File: config.mk
export PLATFORM = sky130hd
export DESIGN_NAME = spart_driver_flat
export DESIGN_NICKNAME = d
export VERILOG_FILES = /design/src/rtl/spart_driver_if.sv /design/src/rtl/spart_driver.sv /design/src/flat_wrapper.sv
export SDC_FILE = /design/constraint.sdc
export NUM_CORES = 1
export LEC_CHECK = 0
export BUFFER_PORTS_ARGS = -buffer_cell sky130_fd_sc_hd__buf_2
export CAP_MARGIN = 30
export CORE_MARGIN = 8
export CORE_UTILIZATION = 55
export CTS_CLUSTER_DIAMETER = 100
export DETAILED_ROUTE_END_ITERATION = 10
export GPL_ROUTABILITY_DRIVEN = 0
export HOLD_SLACK_MARGIN = 0.15
export PLACE_DENSITY = 0.75
export RECOVER_POWER = 25
export SLEW_MARGIN = 10
export SYNTH_ARGS = -nofsm -noshare
export SYNTH_HDL_FRONTEND = slang
export SYNTH_SLANG_ARGS = --single-unit
File: constraint.sdc
create_clock -name clk -period 6.8 [get_ports clk]
set_clock_uncertainty 0.15 [all_clocks]
set_input_delay 0.68 -clock clk [delete_from_list [all_inputs] [get_ports clk]]
set_output_delay 0.68 -clock clk [all_outputs]
set_load 0.01 [all_outputs]
File: src/rtl/spart_driver_if.sv
// SPART processor-side bus: spart_driver is the master, the SPART is the slave.
// Also carries the SPART rda/tbr status lines that the driver polls.
interface spart_driver_if;
    logic       iocs;
    logic       iorw;
    logic [1:0] ioaddr;
    logic [7:0] bus_in;
    logic [7:0] bus_out;
    logic       bus_oe;
    logic       rda;
    logic       tbr;

    modport master (
        output iocs, iorw, ioaddr, bus_out, bus_oe,
        input  bus_in, rda, tbr
    );

    modport slave (
        input  iocs, iorw, ioaddr, bus_out, bus_oe,
        output bus_in, rda, tbr
    );
endinterface

File: src/rtl/spart_driver.sv
// SPART echo driver: programs the baud divisor from br_cfg, then echoes received bytes through a FIFO.
// Optional: define SPART_DRIVER_CASE_FOLD_EN to upper-case 'a'..'z' before they enter the FIFO.
module spart_driver #(
    parameter int unsigned CLK_FREQ   = 50000000,
    parameter int unsigned FIFO_DEPTH = 8
) (
    input  logic           clk,
    input  logic           rst,
    input  logic [1:0]     br_cfg,
    spart_driver_if.master bus,
    output logic [7:0]     last_rx,
    output logic [3:0]     fifo_cnt
);

    localparam int unsigned PW = $clog2(FIFO_DEPTH);
    localparam int unsigned CW = PW + 1;

    localparam logic [15:0] DIV_4800  = 16'(CLK_FREQ / (16 * 4800) - 1);
    localparam logic [15:0] DIV_9600  = 16'(CLK_FREQ / (16 * 9600) - 1);
    localparam logic [15:0] DIV_19200 = 16'(CLK_FREQ / (16 * 19200) - 1);
    localparam logic [15:0] DIV_38400 = 16'(CLK_FREQ / (16 * 38400) - 1);

    typedef enum logic [2:0] {
        INIT_LO,
        INIT_HI,
        IDLE,
        RD,
        WR,
        GAP
    } state_t;

    state_t        state, state_d;
    state_t        ret_state, ret_d;

    logic [1:0]    cfg_s1, cfg_s2;
    logic [1:0]    cur_cfg;
    logic          reprog;
    logic          last_wr;

    logic [7:0]    mem [FIFO_DEPTH];
    logic [PW-1:0] wr_ptr, rd_ptr;
    logic [CW-1:0] count;
    logic          full, empty;
    logic          push, pop;
    logic          rd_ok, wr_ok;
    logic [7:0]    rx_byte;
    logic [7:0]    head;

    logic          iocs_c, iorw_c, oe_c;
    logic [1:0]    addr_c;
    logic [7:0]    out_c;

    function automatic logic [15:0] divisor(input logic [1:0] cfg);
        case (cfg)
            2'b00:   return DIV_4800;
            2'b01:   return DIV_9600;
            2'b10:   return DIV_19200;
            default: return DIV_38400;
        endcase
    endfunction

    // Deliberately unreset: the synchronizer keeps sampling br_cfg during reset,
    // so the first divisor write after release already uses the switch setting.
    always_ff @(posedge clk) begin
        cfg_s1 <= br_cfg;
        cfg_s2 <= cfg_s1;
    end

    always_ff @(posedge clk or negedge rst) begin
        if (!rst) begin
            cur_cfg <= '0;
        end else if (state == INIT_LO) begin
            cur_cfg <= cfg_s2;
        end
    end

    assign reprog = (cfg_s2 != cur_cfg);

`ifdef SPART_DRIVER_CASE_FOLD_EN
    assign rx_byte = (bus.bus_in >= 8'h61 && bus.bus_in <= 8'h7A) ? bus.bus_in - 8'h20 : bus.bus_in;
`else
    assign rx_byte = bus.bus_in;
`endif

    assign full     = (count == CW'(FIFO_DEPTH));
    assign empty    = (count == '0);
    assign head     = mem[rd_ptr];
    assign fifo_cnt = 4'(count);
    assign rd_ok    = bus.rda & ~full;
    assign wr_ok    = bus.tbr & ~empty;

    always_ff @(posedge clk) begin
        if (push) begin
            mem[wr_ptr] <= rx_byte;
        end
    end

    always_ff @(posedge clk or negedge rst) begin
        if (!rst) begin
            wr_ptr  <= '0;
            rd_ptr  <= '0;
            count   <= '0;
            last_rx <= '0;
        end else if (push) begin
            wr_ptr  <= wr_ptr + 1'b1;
            count   <= count + 1'b1;
            last_rx <= bus.bus_in;
        end else if (pop) begin
            rd_ptr  <= rd_ptr + 1'b1;
            count   <= count - 1'b1;
        end
    end

    always_ff @(posedge clk or negedge rst) begin
        if (!rst) begin
            state     <= INIT_LO;
            ret_state <= IDLE;
            last_wr   <= 1'b1;
        end else begin
            state     <= state_d;
            ret_state <= ret_d;
            if (push) begin
                last_wr <= 1'b0;
            end else if (pop) begin
                last_wr <= 1'b1;
            end
        end
    end

    always_comb begin
        state_d = state;
        ret_d   = ret_state;
        iocs_c  = 1'b0;
        iorw_c  = 1'b1;
        addr_c  = 2'b00;
        out_c   = 8'h00;
        oe_c    = 1'b0;
        push    = 1'b0;
        pop     = 1'b0;
        case (state)
            INIT_LO: begin
                iocs_c  = 1'b1;
                iorw_c  = 1'b0;
                oe_c    = 1'b1;
                addr_c  = 2'b10;
                out_c   = divisor(cfg_s2)[7:0];
                state_d = GAP;
                ret_d   = INIT_HI;
            end
            INIT_HI: begin
                iocs_c  = 1'b1;
                iorw_c  = 1'b0;
                oe_c    = 1'b1;
                addr_c  = 2'b11;
                out_c   = divisor(cur_cfg)[15:8];
                state_d = GAP;
                ret_d   = IDLE;
            end
            IDLE: begin
                // When both are eligible, the access opposite to the last one wins.
                if (reprog) begin
                    state_d = INIT_LO;
                end else if (rd_ok && (!wr_ok || last_wr)) begin
                    state_d = RD;
                end else if (wr_ok) begin
                    state_d = WR;
                end
            end
            RD: begin
                iocs_c  = 1'b1;
                push    = 1'b1;
                state_d = GAP;
                ret_d   = IDLE;
            end
            WR: begin
                iocs_c  = 1'b1;
                iorw_c  = 1'b0;
                oe_c    = 1'b1;
                out_c   = head;
                pop     = 1'b1;
                state_d = GAP;
                ret_d   = IDLE;
            end
            GAP: begin
                state_d = ret_state;
            end
            default: begin
                state_d = INIT_LO;
            end
        endcase
    end

    // Reset gates the decoded bus outputs directly so an access in flight is abandoned at once.
    assign bus.iocs    = rst & iocs_c;
    assign bus.iorw    = ~rst | iorw_c;
    assign bus.ioaddr  = rst ? addr_c : 2'b00;
    assign bus.bus_out = rst ? out_c : 8'h00;
    assign bus.bus_oe  = rst & oe_c;

endmodule

File: src/flat_wrapper.sv
// flat-port wrapper written by rule: the top's interface ports become plain ports
module spart_driver_flat 
#(
    parameter int unsigned CLK_FREQ   = 50000000,
    parameter int unsigned FIFO_DEPTH = 8
)
  (clk, rst, br_cfg, last_rx, fifo_cnt, bus_iocs, bus_iorw, bus_ioaddr, bus_bus_out, bus_bus_oe, bus_bus_in, bus_rda, bus_tbr);
  spart_driver_if bus_i ();
  input  logic clk;
  input  logic rst;
  input  logic [1:0] br_cfg;
  output logic [7:0] last_rx;
  output logic [3:0] fifo_cnt;
  output wire logic [$bits(bus_i.iocs)-1:0] bus_iocs;
  output wire logic [$bits(bus_i.iorw)-1:0] bus_iorw;
  output wire logic [$bits(bus_i.ioaddr)-1:0] bus_ioaddr;
  output wire logic [$bits(bus_i.bus_out)-1:0] bus_bus_out;
  output wire logic [$bits(bus_i.bus_oe)-1:0] bus_bus_oe;
  input wire logic [$bits(bus_i.bus_in)-1:0] bus_bus_in;
  input wire logic [$bits(bus_i.rda)-1:0] bus_rda;
  input wire logic [$bits(bus_i.tbr)-1:0] bus_tbr;
  assign bus_iocs = bus_i.iocs;
  assign bus_iorw = bus_i.iorw;
  assign bus_ioaddr = bus_i.ioaddr;
  assign bus_bus_out = bus_i.bus_out;
  assign bus_bus_oe = bus_i.bus_oe;
  assign bus_i.bus_in = bus_bus_in;
  assign bus_i.rda = bus_rda;
  assign bus_i.tbr = bus_tbr;
  spart_driver #(.CLK_FREQ(CLK_FREQ), .FIFO_DEPTH(FIFO_DEPTH)) u_core (.clk(clk), .rst(rst), .br_cfg(br_cfg), .bus(bus_i), .last_rx(last_rx), .fifo_cnt(fifo_cnt));
endmodule
**Word level (Yosys, flattened, before mapping)**

Memories as Yosys holds them, arrays and structs flattened.
Cells that the tools add are included.
W data, S select, Z words.

- Register bits after elaboration: 31
- Memory bits (writable): 64
- Output and inout bits: 25
- Word-level logic and storage cells: 71
- Memories kept: 1

- $add $sub $neg: 4
- Eq/ne operators: 12
- Muxes and demuxes: 22
- Bitwise operators: 9
- Reductions and logical operators: 13

Memories:

| memory | depth | bits a word | rd ports | clocked after memory_dff | wr ports | line | text |
|---|---|---|---|---|---|---|---|
| u_core.mem | 8 | 8 | 1 | 0 | 1 | spart_driver.sv:40 | `logic [7:0] mem [FIFO_DEPTH];` |

Operator list:

| cell | number |
|---|---|
| $pmux W8 S3 | 2 |
| $pmux W10 S3 | 1 |
| $mux W1 | 9 |
| $mux W3 | 3 |
| $pmux W3 S3 | 1 |
| $mux W4 | 2 |
| $mux W8 | 1 |
| $add A3 B1 Y3 const B | 2 |
| $eq A3 B2 Y1 const B | 2 |
| $eq A3 B3 Y1 const B | 2 |
| $pmux W3 S2 | 1 |
| $reduce_or A3 Y1 | 2 |
| $add A4 B1 Y4 const B | 1 |
| $and A1 B1 Y1 | 4 |
| $eq A2 B1 Y1 const B | 2 |
| $eq A2 B2 Y1 const B | 2 |
| $eq A4 B4 Y1 const B | 1 |
| $logic_not A2 Y1 | 2 |
| $logic_not A4 Y1 | 1 |
| $ne A4 B1 Y1 const B | 1 |
| $not A1 Y1 | 4 |
| $pmux W2 S2 | 1 |
| $reduce_bool A2 Y1 | 2 |
| $reduce_or A4 Y1 | 1 |
| other kinds (10) | 10 |

**Logic depth before layout (Yosys ltp)**

Gate-level depths: netlist (run 1).

- Depth in word-level cells: 9
- Gate-level depth with buffers: 9
- Depth with buffers taken out: 8

**Worst setup path before layout (run 1)**

OpenSTA, ideal clock, no wires.

- Kind: register to output
- Start point: register u_core.state[1]
- End point: output port bus_bus_out[4]
- Arrival: 1,414 ps
- Data required time: 5,970 ps
- Slack: 4,556 ps
- Cell stages (with the launch flop): 6
- Buffers on the path: 1
- Path through: dfrtp_1 buf_6 or4b_4 o21ai_2 o21ai_0 nor2_1

- Word-level cells in the longest chain between the ends: 3

RTL lines:

| element | line | text |
|---|---|---|
| start, declared | spart_driver.sv:32 | `state_t state, state_d;` |
| start signal, assigned | spart_driver.sv:120 | `state <= state_d;` |
| $eq A3 B3 Y1, or another cell as far along | spart_driver.sv:140 | `case (state)` |
| $pmux W8 S3 * | spart_driver.sv:140 |  |
| $mux W8 * | spart_driver.sv:197 | `assign bus.bus_out = rst ? out_c : 8'h00;` |
| end, declared | flat_wrapper.sv:17 | `output wire logic [$bits(bus_i.bus_out)-1:0] bus_bus_out;` |

Mark *: on every way between the ends. The rest lies on a longest branch, timed or not.

**Worst setup path after layout (run 1)**

- Start point: register u_core.state[0]
- End point: register u_core.count[3], in the netlist u_core.fifo_cnt[3]

- Word-level cells in the longest chain between the ends: 3

RTL lines:

| element | line | text |
|---|---|---|
| $eq A3 B2 Y1 / $eq A3 B3 Y1 (equally long branches) | spart_driver.sv:140 |  |
| $mux W1 | spart_driver.sv:140 |  |
| $mux W4 / $reduce_bool A2 Y1 (equally long branches) | n/a |  |
| end signal, assigned | spart_driver.sv:106 | `count <= count + 1'b1;` |
| end signal, assigned | spart_driver.sv:110 | `count <= count - 1'b1;` |
| end, declared | spart_driver.sv:42 | `logic [CW-1:0] count;` |

Parallel ways exist; a longest one is shown, timed or not.
A chain may end at the register's enable or synchronous reset.

==> metrics.cfg, run 1 <==
[cts]
clock_path_buffers=2
cts_max_level=3
clk_pin_slew_ns=0.09
cts_tree=built
clk_latency_ns=0.35
hold_buffers=0
cts_buffers=9
clockRootBuffer=clkbuf_8
cts_setup_buffers=0
cts_sinks=94
post_cts_resized=0

[power]
total_power_w=0.001719
power.density_nw_per_um2=388.2
switching_share_pct=36.04
netSwitchingPower_w=0.0006196
ir_drop_v=0.0001670
seqPwrFrac_pct=48.1
combPwrFrac_pct=32.7
intPower_w=0.001100
power_leakage_nw=1.716
pwr-share-clk_pct=19.1

[grt]
antenna_found_initial=0
grt_max_degree=32
grt.overflow.total=0
grt_pass1_vias=2377
grt_pass1_wl_um=12650
track_usage_pct=16.48

[routing]
ant_nets=0
drt_iter0_drc=211
dr.pass1.iters=4
viasPerCell=5.520
routedWlPerCell_um=18.11
wl_um=7840
num_vias=2390
drc_errors=0

[floorplanning]
die_area_um2=10250
coreArea_um2=7137
io-pin-count=39
placementRows=31
die_w_um=101.2
start_util_pct=56.00
die_h_um=101.2

[sta]
setup_viol=0
period_needed_ns=3.120
fmax_mhz=320.5
fin_crit_sh_pct=45.88
hold_viol_final=0
rsz0062_at_grt=no
tns_ns=0
drv_slew=0
hold-worst-slack_ns=0.1830
relSlewSlack_pct=38.86
worstMarginPinSlew_ns=0.9138

[final_layout]
fin_nets=348
drive_gt1_share_pct=21.26
final_common_cell=edfxtp_1
fill_cells=564
final_cell_area_um2=4429
areaGrowthSynthToFinish_pct=10.83
antenna_cells=0
layout_common_cells=64 x edfxtp_1, 40 x nand2_1, 34 x buf_2, 24 x dfrtp_1, 19 x mux2i_1

[logic_synthesis]
synth_enable_flop_cells=64
synth_area_um2=3996
async_flop_share_pct=27.66
synthCells=286
netlist-cell-type-count=47
yosysWarnings=0
avgSynthCellArea_um2=13.97
seq_area_frac_synth_pct=66.44
ys_ff_latch=94
synth_flop_cell=edfxtp_1
syn-num-nets=305

[placed_design]
dpl.hpwl_um=5425
io_buffers=38
placed_area_um2=4252

[setup_path]
worstPathMaxFanout=19
slowest_delay_ns=0.70
cp-end-kind=flop
crit_slowest_cell=nor2_1
critPathBufInv=1
cp_data_arrival_time_ns=3.25
required_ns=6.93
cp_cell_sequence=nand2_1 > nor2_1 > inv_2 > ha_1 > a21o_1 > a21oi_1 > mux2i_1 > xnor2_1
cp-start-kind=flop
critical_path.top_delay_family=simple AND/OR/NAND/NOR gates
critPathKind=reg -> reg

[run_status]
status=finished clean

[min_path]
worst_hold_path_type=reg -> reg

[flow_run]
drv_cap=0

Yosys cell counts, types with 7 or more instances:
cell	n	area (um^2)
edfxtp_1	64	1922
nand2_1	40	150.1
dfrtp_1	24	600.6
mux2i_1	19	190.2
nor2_1	15	56.30
a21oi_1	11	55.05
nand2b_1	10	62.56
nor3_1	9	45.04
mux4_2	7	157.7
power by group through the flow:
stage / clock network, W / registers [W] / logic [W]
floorplan: 0 / 0.000796 / 0.000460
global placement: 0 / 0.000834 / 0.000558
detailed placement: 0 / 0.000839 / 0.000566
CTS: 0.000337 / 0.000826 / 0.000570
global route: 0.000358 / 0.000845 / 0.000631
finish: 0.000329 / 0.000827 / 0.000563
cell type report:
class / instances / area, um^2 / share of cell area [%]
flip-flops and latches: 94 / 2655 / 59.94
multi-input cells: 173 / 1234 / 27.85
repair buffers: 44 / 219.0 / 4.944
clock buffers: 9 / 123.9 / 2.797
well taps: 99 / 123.9 / 2.797
clock inverters: 7 / 47.55 / 1.073
inverters: 7 / 26.28 / 0.5932
kinds of logic (layout without fill, tap and decap cells):
family	after synthesis	in the layout	share of synthesized area [%]
buffers and inverters	19	67	2.692
xor gates and xnor gates	9	9	1.973
DFF	94	94	66.44
adders and majority gates	5	5	1.753
muxes	28	28	9.267
AOI/OAI and AO/OA	36	36	6.325
and+or+nand+nor	95	95	11.55
worst paths after layout:
check | start | to | slack [ns] | cells after the start
worst max-delay path | u_core.state[0] | u_core.fifo_cnt[3] | 3.68 | 8
worst min-delay path | u_core.cfg_s1[1] | u_core.cfg_s2[1] | 0.18 | 0
worst max register to register | u_core.state[0] | u_core.fifo_cnt[3] | 3.68 | 8
worst min register to register | u_core.cfg_s1[1] | u_core.cfg_s2[1] | 0.18 | 0
max in group asynchronous | rst | u_core.last_rx[6] | 5.87 | 1
min in group asynchronous | rst | u_core.cur_cfg[0] | 0.19 | 1
routing by layer:
| metal | global-route usage (%) | up-vias | routed length, um |
|---|---|---|---|
| met3 | 3.849 | 13 | 582 |
| li1 | - | 1131 | - |
| met5 | 0 | - | 0 |
| met2 | 23.94 | 80 | 3531 |
| met1 | 22.89 | 1166 | 3572 |
| met4 | 7.675 | 0 | 153 |
flip-flops by register name (all words and copies together), names as in the netlist:
| register | count |
|---|---|
| u_core.last_rx | 8 |
| u_core.wr_ptr | 3 |
| u_core.cfg_s2 | 2 |
| u_core.cur_cfg | 2 |
| u_core.fifo_cnt | 4 |
| u_core.state | 3 |
| u_core.cfg_s1 | 2 |
| u_core.rd_ptr | 3 |
| u_core.ret_state | 2 |
| u_core.mem | 64 |
| u_core.last_wr | 1 |
through the flow:
stage          util [%]  instances  setup WS, ns
6_report          62.06        433         3.680
5_1_grt           62.06        433         3.432
4_1_cts           61.97        430         3.531
3_5_place_dp      59.57        414         3.539
3_3_place_gp      59.57        414         3.681
2_1_floorplan         -        286         4.556
(Power assumes the default switching activity.)
==> inputs of run 2 (changes only) <==
--- a/config.mk
+++ b/config.mk
@@ -8,7 +8,7 @@
 export BUFFER_PORTS_ARGS = -buffer_cell sky130_fd_sc_hd__buf_2
 export CAP_MARGIN = 30
 export CORE_MARGIN = 8
-export CORE_UTILIZATION = 55
+export CORE_UTILIZATION = 53
 export CTS_CLUSTER_DIAMETER = 100
 export DETAILED_ROUTE_END_ITERATION = 10
 export GPL_ROUTABILITY_DRIVEN = 0
==> constraint.sdc (replaced) <==
create_clock -name clk -period 2.65 [get_ports clk]
set_clock_uncertainty 0.15 [all_clocks]
set_input_delay 0.265 -clock clk [delete_from_list [all_inputs] [get_ports clk]]
set_output_delay 0.265 -clock clk [all_outputs]
set_load 0.01 [all_outputs]
==> metrics.cfg, run 2 (synthesized netlist as in run 1, its figures left out) <==
[final_layout]
fin_nets=369  ; +6.0%
drive_gt1_share_pct=23.38  ; +2.1 points
regMostFlops=u_core.mem
antenna_cells=0  ; unchanged
final_cell_area_um2=4666  ; +5.3%
areaGrowthSynthToFinish_pct=16.75
layout_common_cells=64 x edfxtp_1, 40 x nand2_1, 32 x buf_2, 22 x dfrtp_1, 19 x mux2i_1
largest_reg_flops=64  ; unchanged
final_common_cell=edfxtp_1
stdcell_count=454  ; +4.8%
fill_cells=572  ; +1.4%

[floorplanning]
coreArea_um2=7292  ; +2.2%
die_w_um=102.8  ; +1.6%
placementRows=31  ; unchanged
die_area_um2=10580  ; +3.2%
die_h_um=102.8  ; +1.6%
start_util_pct=54.80  ; -1.2 points
io-pin-count=39  ; unchanged

[cts]
clockRootBuffer=clkbuf_8
clock_path_buffers=2  ; unchanged
cts_sinks=94  ; unchanged
cts_tree=built
cts_buffers=9  ; unchanged
clk_latency_ns=0.36  ; about the same
clk_pin_slew_ns=0.09  ; about the same
cts_max_level=3  ; unchanged

[power]
pwr-share-clk_pct=20.6  ; +1.5 points
combPwrFrac_pct=33.6  ; +0.9 points
power.density_nw_per_um2=983.4  ; +150%
intPower_w=0.003001  ; +170%
seqPwrFrac_pct=45.7  ; -2.4 points
ir_drop_v=0.0006143  ; +270%
switching_share_pct=34.59  ; -1.5 points
netSwitchingPower_w=0.001587  ; +160%
power_leakage_nw=1.830  ; +6.7%

[flow_run]
drv_cap=0  ; unchanged

[routing]
routedWlPerCell_um=17.28  ; -4.6%
drc_errors=0  ; unchanged
num_vias=2495  ; +4.4%
ant_nets=0  ; unchanged
drt_iter0_drc=142  ; -33%
dr.pass1.iters=4  ; unchanged
wl_um=7845  ; about the same
viasPerCell=5.496  ; -0.44%

[sta]
drv_slew=0  ; unchanged
worstMarginPinSlew_ns=0.6876  ; -0.2261 ns
period_needed_ns=2.437
fin_crit_sh_pct=91.98
setup_viol=0  ; unchanged
tns_ns=0  ; unchanged
fmax_mhz=410.3
hold_viol_final=0  ; unchanged
relSlewSlack_pct=53.99  ; +15 points
rsz0062_at_grt=no
setup_slack_ns=0.2126  ; -3.467 ns

[run_status]
status=finished clean

[placed_design]
place_worst_setup_slack_ns=0.4535  ; -3.085 ns
dp_cells=425  ; +2.7%
placed_area_um2=4334  ; +1.9%
dpl.hpwl_um=5399  ; -0.49%
io_buffers=38  ; unchanged

[setup_path]
cp-end-kind=primary output
cp-start-kind=flop
required_ns=2.24  ; -4.69 ns
critPathKind=reg -> out
cp_data_arrival_time_ns=2.02  ; -1.23 ns
worstPathMaxFanout=21  ; +2
worst_r2r_path_depth=7  ; -1

[grt]
grt_pass1_vias=2423  ; +1.9%
grt_busiest_layer=met2
track_usage_pct=16.00  ; -0.47 points
use_met2_pct=24.58  ; +0.64 points
grt.overflow.total=0  ; unchanged
gr-usage-met3_pct=5.942  ; +2.1 points
use_met1_pct=20.72  ; -2.2 points
grt_pass1_wl_um=12560  ; -0.70%
grt_max_degree=31  ; -3.1%
antenna_found_initial=0  ; unchanged

[min_path]
hold_depth=0  ; unchanged
worst_hold_path_type=reg -> reg

run 2: cell count changes in the layout (fill, tap and decap cells not counted), moves of 3 or more:
| cell | previous run | this run |
|---|---|---|
| inv_6 | 3 | 0 |
| buf_4 | 3 | 14 |
| clkinv_4 | 0 | 3 |
| dlygate4sd3_1 | 0 | 13 |
run 2: final cells by class:
cell class	count	area (um^2)	share of cell area [%]
Multi-Input combinational cell	173	1234	26.44
Timing Repair Buffer	65	417.9	8.957
Inverter	7	26.28	0.5632
Tap cell	99	123.9	2.655
Clock inverter	6	68.82	1.475
Clock buffer	10	137.6	2.950
Sequential cell	94	2658	56.96
run 2: final timing paths:
check | start | to | slack [ns]
setup / recovery | u_core.rd_ptr[0] | bus_bus_out[5] | 0.21
hold / removal | u_core.cfg_s1[0] | u_core.cfg_s2[0] | 0.19
setup reg to reg | u_core.state[2] | u_core.fifo_cnt[3] | 0.51
hold reg to reg | u_core.cfg_s1[0] | u_core.cfg_s2[0] | 0.19
max in group asynchronous | rst | u_core.last_wr | 1.68
min in group asynchronous | rst | u_core.last_rx[2] | 0.34
run 2: per-stage QoR:
stage | utilization (%) | hold slack [ns] | power (W)
floorplan | - | -0.1806 | 0.003223
global placement | 59.44 | 0.1664 | 0.003627
detailed placement | 59.44 | 0.1654 | 0.003655
CTS | 64.05 | 0.1888 | 0.004626
global route | 63.98 | 0.2010 | 0.004867
finish | 63.98 | 0.1857 | 0.004588
run 2: worst max-delay path, cell delays in order (launching register included):
cell and delay, ns:
dfrtp_2 0.50, buf_4 0.37, mux2i_1 0.24, a22oi_1 0.11
a31oi_1 0.24, nor2_1 0.06, buf_2 0.14
run 2: metal layers:
layer | part of all wire, % | vias up | wire [um]
li1 | - | 1177 | -
met1 | 45 | 1215 | 3517
met2 | 47 | 91 | 3661
met3 | 7.2 | 12 | 566
met4 | 1.3 | 0 | 99
met5 | 0 | - | 0
run 2: timing repair:
action                     CTS  global route
resized for setup            0             2
setup buffers                0             0
setup endpoints to repair    0             6
hold endpoints to repair   102             0
hold buffers                13             0
run 2: power groups by stage:
stage / Combinational, W / Clock [W] / Sequential (W)
4_1_cts: 0.00156 / 0.000970 / 0.00210
3_3_place_gp: 0.00151 / 0 / 0.00212
3_5_place_dp: 0.00153 / 0 / 0.00213
2_1_floorplan: 0.00118 / 0 / 0.00204
6_report: 0.00154 / 0.000947 / 0.00210
5_1_grt: 0.00171 / 0.00102 / 0.00214
==> inputs of run 3 (changes only) <==
--- a/config.mk
+++ b/config.mk
@@ -12,6 +12,7 @@
 export CTS_CLUSTER_DIAMETER = 100
 export DETAILED_ROUTE_END_ITERATION = 10
 export GPL_ROUTABILITY_DRIVEN = 0
+export GPL_TIMING_DRIVEN = 0
 export HOLD_SLACK_MARGIN = 0.15
 export PLACE_DENSITY = 0.75
 export RECOVER_POWER = 25
==> metrics.cfg, run 3 (synthesized netlist as in run 1, its figures left out) <==
[setup_path]
crit_slowest_cell=mux4_2
critPathKind=reg -> out
r2r-end=u_core.mem[7][0]
cp-end-kind=primary output
worst_r2r_path_depth=5  ; -2
cp_cell_sequence=buf_4 > mux4_2 > nand2b_1 > a31oi_1 > nor2_1 > buf_2
slowest_delay_ns=0.53  ; +0.03 ns
cp_data_arrival_time_ns=2.06  ; +0.04 ns
cp-start-kind=flop
r2r_setup_slack_ns=0.18  ; -0.33 ns
reg2reg_from=u_core.state[0]
worstPathMaxFanout=8  ; -62%
required_ns=2.24  ; about the same

[routing]
drc_errors=0  ; unchanged
drt_iter0_drc=75  ; -47%
dr.pass1.iters=4  ; unchanged
viasPerCell=5.444  ; -0.94%
ant_nets=0  ; unchanged
wl_um=8046  ; +2.6%
routedWlPerCell_um=17.68  ; +2.3%
num_vias=2477  ; -0.72%

[grt]
grt_pass1_vias=2508  ; +3.5%
grt_pass1_wl_um=12920  ; +2.9%
grt_max_degree=25  ; -19%
grt.overflow.total=0  ; unchanged
antenna_found_initial=0  ; unchanged
track_usage_pct=16.42  ; +0.42 points

[power]
power.density_nw_per_um2=989.4  ; +0.61%
power_leakage_nw=1.834  ; +0.20%
ir_drop_v=0.0004596  ; -25%

[placed_design]
placed_area_um2=4344  ; +0.23%
place_worst_setup_slack_ns=-0.05998  ; -0.5135 ns
dpl.hpwl_um=5690  ; +5.4%
io_buffers=38  ; unchanged

[sta]
hold_viol_final=0  ; unchanged
setup_viol=0  ; unchanged
drv_slew=0  ; unchanged
fin_crit_sh_pct=93.43  ; +1.5 points
period_needed_ns=2.476  ; +0.03850 ns
relSlewSlack_pct=3.117  ; -51 points
fmax_mhz=403.9  ; -1.6%
setup_slack_ns=0.1741  ; -0.03850 ns
worstMarginPinSlew_ns=1.453  ; +0.7656 ns
rsz0062_at_grt=yes

[final_layout]
final_common_cell=edfxtp_1
multiInputGateArea_um2=1261  ; +2.2%
largest_reg_flops=64  ; unchanged
fin_nets=370  ; +0.27%
layout_common_cells=64 x edfxtp_1, 42 x buf_2, 40 x nand2_1, 24 x dfrtp_1, 19 x mux2i_1
drive_gt1_share_pct=24.44  ; +1.1 points
regMostFlops=u_core.mem
antenna_cells=0  ; unchanged
final_core_util_pct=64.07  ; +0.086 points
regArea_um2=2655  ; about the same
areaGrowthSynthToFinish_pct=16.91
fill_cells=572  ; unchanged
final_cell_area_um2=4672  ; +0.13%

[cts]
cts_sinks=94  ; unchanged
cts_buffers=9  ; unchanged
cts_max_level=3  ; unchanged
clockRootBuffer=clkbuf_8
clock_path_buffers=2  ; unchanged
clk_pin_slew_ns=0.08  ; about the same
cts_tree=built
clk_latency_ns=0.35  ; about the same

[run_status]
status=finished clean

[min_path]
hp-start=u_core.cfg_s1[0]
hold_depth=0  ; unchanged
hold_path_end=u_core.cfg_s2[0]
worst_hold_path_type=reg -> reg

[floorplanning]
placementRows=31  ; unchanged
die_area_um2=10580  ; unchanged
io-pin-count=39  ; unchanged
die_w_um=102.8  ; unchanged
coreArea_um2=7292  ; unchanged
start_util_pct=54.80  ; unchanged
die_h_um=102.8  ; unchanged

[flow_run]
drv_cap=0  ; unchanged

-- run 3: changes by cell type in the layout (fill, tap and decap cells not counted), moves of 2 or more --
cell | before | now
buf_2 | 32 | 42
buf_4 | 14 | 5
buf_6 | 0 | 2
clkinv_4 | 3 | 1
dfrtp_1 | 22 | 24
dfrtp_2 | 2 | 0
nor3_1 | 9 | 7
nor3_2 | 0 | 2
-- run 3: repair_timing --
action                                  in CTS  in global routing
endpoints found under the setup margin       1                 34
hold buffers                                14                  0
cloned                                       0                  0
setup buffers                                0                  0
hold endpoints to repair                   101                  0
resized for setup                            0                  3
-- run 3: worst max path at each step --
stage	start	to	slack, ns	cells after the start
final	u_core.rd_ptr[0]	bus_bus_out[5]	0.17	6
after global routing	u_core.state[0]	u_core.mem[7][5]	-0.04	5
after CTS	u_core.rd_ptr[1]	bus_bus_out[5]	0.04	7
after detailed placement	u_core.state[2]	u_core.fifo_cnt[3]	-0.06	9
after global placement	u_core.state[2]	u_core.mem[0][6]	-0.45	4
after floorplan	u_core.state[2]	u_core.fifo_cnt[3]	0.44	9
-- run 3: per-stage QoR --
step                hold WS, ns   TNS, ns  cells  power (W)
floorplan               -0.1806         0    286   0.003223
global placement         0.1672    -5.476    423   0.003664
detailed placement       0.1679  -0.05998    426   0.003734
CTS                      0.1878         0    455   0.004652
global route             0.1972   -0.6933    455   0.004903
finish                   0.1840         0    455   0.004623
-- run 3: layout make-up --
| class | count | area share, % |
|---|---|---|
| Sequential cell | 94 | 56.83 |
| Multi-Input combinational cell | 173 | 27.00 |
| Timing Repair Buffer | 55 | 7.231 |
| Clock buffer | 11 | 2.812 |
| Tap cell | 99 | 2.651 |
| Buffer | 11 | 1.660 |
| Clock inverter | 5 | 1.259 |
| Inverter | 7 | 0.5624 |
-- run 3: power breakdown --
| group | internal, W | switching, W |
|---|---|---|
| combinational | 0.000764 | 0.000931 |
| clock | 0.000441 | 0.000462 |
| sequential | 0.00181 | 0.000214 |
-- run 3: metal layers --
metal	wire (um)	vias to the layer above	global-route usage (%)	part of all wire (%)
li1	-	1183	-	-
met1	3569	1226	21.03	44
met2	3879	59	26.92	48
met3	492	9	4.119	6.1
met4	105	0	5.006	1.3
met5	0	-	0	0
-- run 3: critical path, delay by kind of cell (launching register included) --
kind / cells / cell delay (ns)
AOI/OAI and AO/OA: 1 / 0.21
buffers and inverters: 2 / 0.36
DFF: 1 / 0.38
muxes: 1 / 0.53
and+or+nand+nor: 2 / 0.23
